**src/rtl/regfile_pkg.sv**
```systemverilog
// -----------------------------------------------------------------------------
// regfile_pkg
//   Shared constants and helpers for the parametrised register file.
//
//   DEF_WIDTH / DEF_DEPTH : default register width and register count.
//   MERGE_W / MERGE_NBE   : widest register the byte-merge helper handles.
//                           Callers zero-extend into it and truncate back.
//   be_merge(old,new,be)  : byte-lane merge. Lane i comes from new_val when
//                           be[i] is set, otherwise from old_val.
//
//   Optional feature macro used by the top: REGFILE_BYPASS_EN.
// -----------------------------------------------------------------------------
package regfile_pkg;

    localparam int DEF_WIDTH = 32;
    localparam int DEF_DEPTH = 32;

    localparam int MERGE_W   = 1024;
    localparam int MERGE_NBE = MERGE_W / 8;

    function automatic logic [MERGE_W-1:0] be_merge(
        input logic [MERGE_W-1:0]   old_val,
        input logic [MERGE_W-1:0]   new_val,
        input logic [MERGE_NBE-1:0] be
    );
        logic [MERGE_W-1:0] res;
        res = old_val;
        for (int i = 0; i < MERGE_NBE; i++) begin
            if (be[i]) begin
                res[8*i +: 8] = new_val[8*i +: 8];
            end
        end
        return res;
    endfunction

endpackage

```
**src/rtl/regfile_word.sv**
```systemverilog
// -----------------------------------------------------------------------------
// regfile_word
//   One WIDTH-bit architectural register with byte enables and its
//   scoreboard busy bit.
//
//   Ports
//     clk      in   1       clock, state updates on posedge
//     rst_n    in   1       asynchronous active-low reset (data and busy -> 0)
//     wr_en    in   1       write strobe, already decoded for this register
//     wr_be    in   NBE     byte enables, bit i covers wr_data[8i+7:8i]
//     wr_data  in   WIDTH   write data
//     rsv_en   in   1       reserve strobe, already decoded for this register
//     q        out  WIDTH   stored value
//     busy     out  1       a producer is outstanding for this register
//
//   WIDTH must be a multiple of 8 and no wider than regfile_pkg::MERGE_W.
// -----------------------------------------------------------------------------
module regfile_word
    import regfile_pkg::*;
#(
    parameter  int WIDTH = DEF_WIDTH,
    localparam int NBE   = WIDTH / 8
) (
    input  logic             clk,
    input  logic             rst_n,
    input  logic             wr_en,
    input  logic [NBE-1:0]   wr_be,
    input  logic [WIDTH-1:0] wr_data,
    input  logic             rsv_en,
    output logic [WIDTH-1:0] q,
    output logic             busy
);

    logic [WIDTH-1:0] merged;

    assign merged = WIDTH'(be_merge(MERGE_W'(q), MERGE_W'(wr_data), MERGE_NBE'(wr_be)));

    always_ff @(posedge clk or negedge rst_n) begin
        if (!rst_n) begin
            q    <= '0;
            busy <= 1'b0;
        end else begin
            if (wr_en) begin
                q <= merged;
            end
            // A reserve in the same cycle as the completing write belongs to
            // a newer producer, so it takes priority over the clear.
            if (rsv_en) begin
                busy <= 1'b1;
            end else if (wr_en) begin
                busy <= 1'b0;
            end
        end
    end

endmodule

```
**src/rtl/regfile_param.sv**
```systemverilog
// -----------------------------------------------------------------------------
// regfile_param
//   Parametrised CPU register file: DEPTH registers of WIDTH bits, one write
//   port with byte enables, two combinational read ports, optional
//   hardwired-zero register 0 and a per-register busy scoreboard.
//
//   Parameters
//     WIDTH     data bits per register (multiple of 8)
//     DEPTH     number of registers (>= 2, need not be a power of two)
//     ZERO_REG  1: register 0 reads 0, is never written and never busy
//
//   Ports
//     clk               in   1       clock
//     rst_n             in   1       asynchronous active-low reset
//     wr_en             in   1       write request
//     wr_addr           in   ADDR_W  write target
//     wr_be             in   NBE     byte enables
//     wr_data           in   WIDTH   write data
//     rsv_en            in   1       mark rsv_addr busy
//     rsv_addr          in   ADDR_W  register to reserve
//     rd_addr1/rd_addr2 in   ADDR_W  read addresses
//     rd_data1/rd_data2 out  WIDTH   read data (combinational)
//     rd_busy1/rd_busy2 out  1       busy flag of the read address
//
//   Optional feature macro: REGFILE_BYPASS_EN
//     When defined, a read that hits the register being written this cycle
//     returns the merged write value and the post-edge busy state. When not
//     defined, reads only see stored state.
// -----------------------------------------------------------------------------
module regfile_param
    import regfile_pkg::*;
#(
    parameter  int WIDTH    = DEF_WIDTH,
    parameter  int DEPTH    = DEF_DEPTH,
    parameter  int ZERO_REG = 1,
    localparam int ADDR_W   = $clog2(DEPTH),
    localparam int NBE      = WIDTH / 8
) (
    input  logic              clk,
    input  logic              rst_n,
    input  logic              wr_en,
    input  logic [ADDR_W-1:0] wr_addr,
    input  logic [NBE-1:0]    wr_be,
    input  logic [WIDTH-1:0]  wr_data,
    input  logic              rsv_en,
    input  logic [ADDR_W-1:0] rsv_addr,
    input  logic [ADDR_W-1:0] rd_addr1,
    input  logic [ADDR_W-1:0] rd_addr2,
    output logic [WIDTH-1:0]  rd_data1,
    output logic              rd_busy1,
    output logic [WIDTH-1:0]  rd_data2,
    output logic              rd_busy2
);

    // Every encodable address gets a slot. Slots past DEPTH and the hardwired
    // zero register are tied to 0, so the read mux needs no range check.
    localparam int NSLOT = 1 << ADDR_W;

    logic [WIDTH-1:0] q_arr [NSLOT];
    logic [NSLOT-1:0] busy_vec;

    for (genvar i = 0; i < NSLOT; i++) begin : g_slot
        if (i >= DEPTH || (ZERO_REG != 0 && i == 0)) begin : g_tie
            assign q_arr[i]    = '0;
            assign busy_vec[i] = 1'b0;
        end else begin : g_word
            regfile_word #(
                .WIDTH (WIDTH)
            ) u_word (
                .clk     (clk),
                .rst_n   (rst_n),
                .wr_en   (wr_en && (wr_addr == ADDR_W'(i))),
                .wr_be   (wr_be),
                .wr_data (wr_data),
                .rsv_en  (rsv_en && (rsv_addr == ADDR_W'(i))),
                .q       (q_arr[i]),
                .busy    (busy_vec[i])
            );
        end
    end

    logic [WIDTH-1:0] stored1;
    logic [WIDTH-1:0] stored2;
    logic             sbusy1;
    logic             sbusy2;

    assign stored1 = q_arr[rd_addr1];
    assign stored2 = q_arr[rd_addr2];
    assign sbusy1  = busy_vec[rd_addr1];
    assign sbusy2  = busy_vec[rd_addr2];

`ifdef REGFILE_BYPASS_EN
    localparam logic [ADDR_W:0] DEPTH_L = (ADDR_W + 1)'(DEPTH);

    // True when the address names a real, writable register.
    function automatic logic slot_valid(input logic [ADDR_W-1:0] a);
        logic ok;
        ok = ({1'b0, a} < DEPTH_L);
        if (ZERO_REG != 0 && a == '0) begin
            ok = 1'b0;
        end
        return ok;
    endfunction

    logic             wr_live;
    logic             hit1;
    logic             hit2;
    logic [WIDTH-1:0] fwd1;
    logic [WIDTH-1:0] fwd2;

    // Gating with rst_n keeps the outputs at 0 while reset is held.
    assign wr_live = rst_n && wr_en && slot_valid(wr_addr);
    assign hit1    = wr_live && (rd_addr1 == wr_addr);
    assign hit2    = wr_live && (rd_addr2 == wr_addr);

    assign fwd1 = WIDTH'(be_merge(MERGE_W'(stored1), MERGE_W'(wr_data), MERGE_NBE'(wr_be)));
    assign fwd2 = WIDTH'(be_merge(MERGE_W'(stored2), MERGE_W'(wr_data), MERGE_NBE'(wr_be)));

    // On a hit the write clears busy after the edge unless a new producer
    // reserves the same register in this cycle.
    assign rd_data1 = hit1 ? fwd1 : stored1;
    assign rd_data2 = hit2 ? fwd2 : stored2;
    assign rd_busy1 = hit1 ? (rsv_en && (rsv_addr == rd_addr1)) : sbusy1;
    assign rd_busy2 = hit2 ? (rsv_en && (rsv_addr == rd_addr2)) : sbusy2;
`else
    assign rd_data1 = stored1;
    assign rd_data2 = stored2;
    assign rd_busy1 = sbusy1;
    assign rd_busy2 = sbusy2;
`endif

endmodule

```
**config.mk**
```make
export PLATFORM = sky130hd
export DESIGN_NAME = regfile_param
export DESIGN_NICKNAME = d
export VERILOG_FILES = /design/src/rtl/regfile_pkg.sv /design/src/rtl/regfile_word.sv /design/src/rtl/regfile_param.sv
export SDC_FILE = /design/constraint.sdc
export NUM_CORES = 2
export LEC_CHECK = 0
export CAP_MARGIN = 10
export CORE_MARGIN = 2
export CORE_UTILIZATION = 55
export DETAILED_ROUTE_END_ITERATION = 7
export GPL_TIMING_DRIVEN = 0
export PLACE_DENSITY = 0.75
export SYNTH_ARGS = -nofsm -noshare
export SYNTH_HDL_FRONTEND = slang
export SYNTH_SLANG_ARGS = --single-unit
```
**constraint.sdc**
```tcl
create_clock -name clk -period 2.5 [get_ports clk]
set_clock_uncertainty 0.2 [all_clocks]
set_input_delay 0.375 -clock clk [delete_from_list [all_inputs] [get_ports clk]]
set_output_delay 0.375 -clock clk [all_outputs]
set_load 0.05 [all_outputs]
```
==> run metrics <==
Clk pwr share 0.354; kind of critical path in2out; CTS tree yes; crit path max-delay cell type buf_2; Detailed Route WL around 190000 um; Synth Area in Adders 0; sequential-to-total area share from yosys stat 0.464; post-route cell area around 0.066 sq mm; Cell Area, Synth about 0.055 sq mm; number of I/O port buffers 112; Hold Path Class in2async; largest net degree at the start of global routing about 170; Crit path largest cell delay 0.42 ns; die area just over 0.1 sq mm; failing checks hold timing, setup timing; Final Util 0.659; Initial Util 0.553; synthesized area per cell 14.5 sq um; initial antenna violation count 8; largest family of logic cells by synthesized area multiplexers; TritonRoute pass-1 iters 7; Post-Synth XOR/XNOR Area 0; CP startpoint kind input pin; Inserted Clock Buffers 110; EDFF count, synth 0; fin crit share 1.21; WP buf/inv 4; RSZ-0062 raised after global routing yes; Die H between 300 and 400 um; min cycle time layout slightly above 3 ns; status finished with violations; top_reg_cell synth dfrtp_1; Tot GR Track Use 0.370; Site Rows around 120; combinational power share 0.213; Peak supply drop 0.553 mV; CTS root buffer clkbuf_16; Final WS setup -0.518 ns; Yosys reg bits 1023; first-pass GRT wire length 273000 um; residual overflow from global routing 0; H-Tree Level Count 3; Gate Count Post-Synth between 3000 and 4000; routability cong. 1.01; CP Cell Sequence clkdlybuf4s15_2 > nor2b_1 > clkbuf_2 > buf_2 > a22o_1 > o21ai_2 > o31ai_4 > buf_6; CP arrival 2.44 ns; share of cells above drive strength 1 0.553; Mapped Nets approximately 3900; post-synth cell types 32; CP endpoint kind primary output; Post-synth ARST share 1.00; Synth Area in Compound Gates 0.0672; switching fraction of total power 0.287; Reg area 0.0256 sq mm; maximum clock path buffer count 3; CTS sink cnt 1023; commonest non-fill, non-tap cell in the layout mux2_2; routed len/inst 34.8 um; commonest non-fill, non-tap cells in the layout mux2_2, dfrtp_1, mux4_2; Die W 321 um; Non-Filler Instances 5479; Clk pin slew, worst setup/hold paths roughly 0.06 ns; NetSw 13.6 mW; Crit path max-delay family buffers and inverters; post-synthesis mux area share 0.413; Reg2Reg Setup Slack 1.32 ns; Skew-Pair Late Insertion Delay ~0.7 ns; Design Power approximately 47 mW; Fin Hold WS -0.607 ns; P per Cell Area ~720 mW/mm^2; post-route ant nets 0; area share of and/or/nand/nor cells after synthesis 0.0293; Core Region 0.0999 sq mm; CP Max Fanout 10; Sequential Power Share 0.433; Max Slew Vio Count 0; DP Wirelength 133000 um; fillcell total between 7000 and 8000; leakage power between 20 and 30 nW; area grow syn2layout 19.1%; multi-input logic area about 0.030 sq mm; nets slightly above 4000; num ports between 100 and 150; Max Fclk around 330 MHz; area of placed instances ~0.060 sq mm; DR vias/cell just over 7; Max-Cap Viols 0; worst path required time between 1.5 and 2 ns; DR DRC count 0; routed via count around 39000; synth warn 0; vias in the first global route between 30000 and 40000; max_slew headroom 0.144; initial drt markers 4158; worst-margin pin slew around 1.3 ns; Fin. Hold Viols about 260; Power Internal roughly 34 mW; Setup Viol. Count Final between 100 and 150; Cell Count Post-Placement 5232
==> metrics by stage <==
stage	setup WS [ns]	hold slack (ns)	setup TNS (ns)
finish	-0.518	-0.607	-30.34
global route	-0.511	-0.546	-28.94
CTS	-0.524	-0.571	-37.74
detailed placement	-2.86	0.155	-1210.82
global placement	-46.02	0.293	-
floorplan	-0.0296	-0.121	-0.908
==> path summary, 6_finish.rpt <==
check	start	to	depth (start not counted)
worst max-delay path	rd_addr2[3]	rd_data2[26]	8
worst min-delay path	rst_n	g_slot[24].g_word.u_word.q[21]$_DFFE_PN0P_	1
min in group clk	wr_en	g_slot[12].g_word.u_word.busy$_DFFE_PN0P_	4
worst max register to register	g_slot[31].g_word.u_word.q[5]$_DFFE_PN0P_	g_slot[31].g_word.u_word.q[5]$_DFFE_PN0P_	2
max in group asynchronous	rst_n	g_slot[15].g_word.u_word.q[4]$_DFFE_PN0P_	4
worst min register to register	g_slot[12].g_word.u_word.q[14]$_DFFE_PN0P_	g_slot[12].g_word.u_word.q[14]$_DFFE_PN0P_	1
==> flip-flops by register name (all words and copies together), names as in the netlist <==
signal / flops
g_slot.g_word.u_word.q: 992
g_slot.g_word.u_word.busy: 31
==> worst register-to-register path: stages, from the launching register on <==
cell	delay (ns)
dfrtp_1	0.44
buf_4	0.16
mux2_2	0.26
==> Yosys cell counts, types with 54 or more instances <==
| library cell | number | area (sq um) |
|---|---|---|
| a211oi_1 | 66 | 495 |
| o22ai_1 | 67 | 419 |
| mux2_2 | 1039 | 11700 |
| dfrtp_1 | 1023 | 25600 |
| mux2i_1 | 198 | 1980 |
| nand2_1 | 82 | 308 |
| and2_1 | 68 | 425 |
| buf_2 | 54 | 270 |
| a22o_1 | 198 | 1730 |
| o21ai_1 | 66 | 330 |
| clkbuf_1 | 203 | 762 |
| mux4_2 | 396 | 8920 |
| nand2_2 | 68 | 425 |
| o31ai_1 | 70 | 526 |
==> cell families (layout without fill, tap and decap cells) <==
logic type,count (synthesis),after routing
multiplexers,1652,1652
flip-flops,1023,1023
AO/OA/AOI/OAI,508,508
buffers and inverters,340,706
AND/OR/NAND/NOR,289,289
other,0,3
==> repair_timing <==
action,in CTS,in global routing
gates cloned,1,3
pin swaps,156,97
buffers inserted,16,25
gates resized for setup,975,81
setup endpoints to repair,897,945
hold endpoints to repair,275,100
==> power groups by stage <==
stage	logic, mW	registers [mW]	clock network, mW
after floorplan	6.93	20.1	0
after global placement	9.01	20.6	0
after detailed placement	9.40	20.7	0
after CTS	9.89	20.4	16.8
after global routing	10.6	20.7	17.4
final	10.1	20.5	16.7
==> layout make-up <==
class | count | area share
diodes | 3 | 0.000114
plain buffers | 327 | 0.0385
clock buffers | 157 | 0.0491
clock inverters | 43 | 0.00648
inverters | 9 | 0.000628
multi-input cells | 2449 | 0.463
flip-flops and latches | 1023 | 0.389
well taps | 1298 | 0.0247
repair buffers | 170 | 0.0285
==> metal layers <==
layer  vias up  wire length, um  GRT usage
met1     20520            72900      0.487
met3       588            20300      0.112
met4        14            11000      0.191
met2      2211            86300      0.556
li1      15382                -          -
met5         -              211     0.0113
Power figures use the tool's default switching activity.
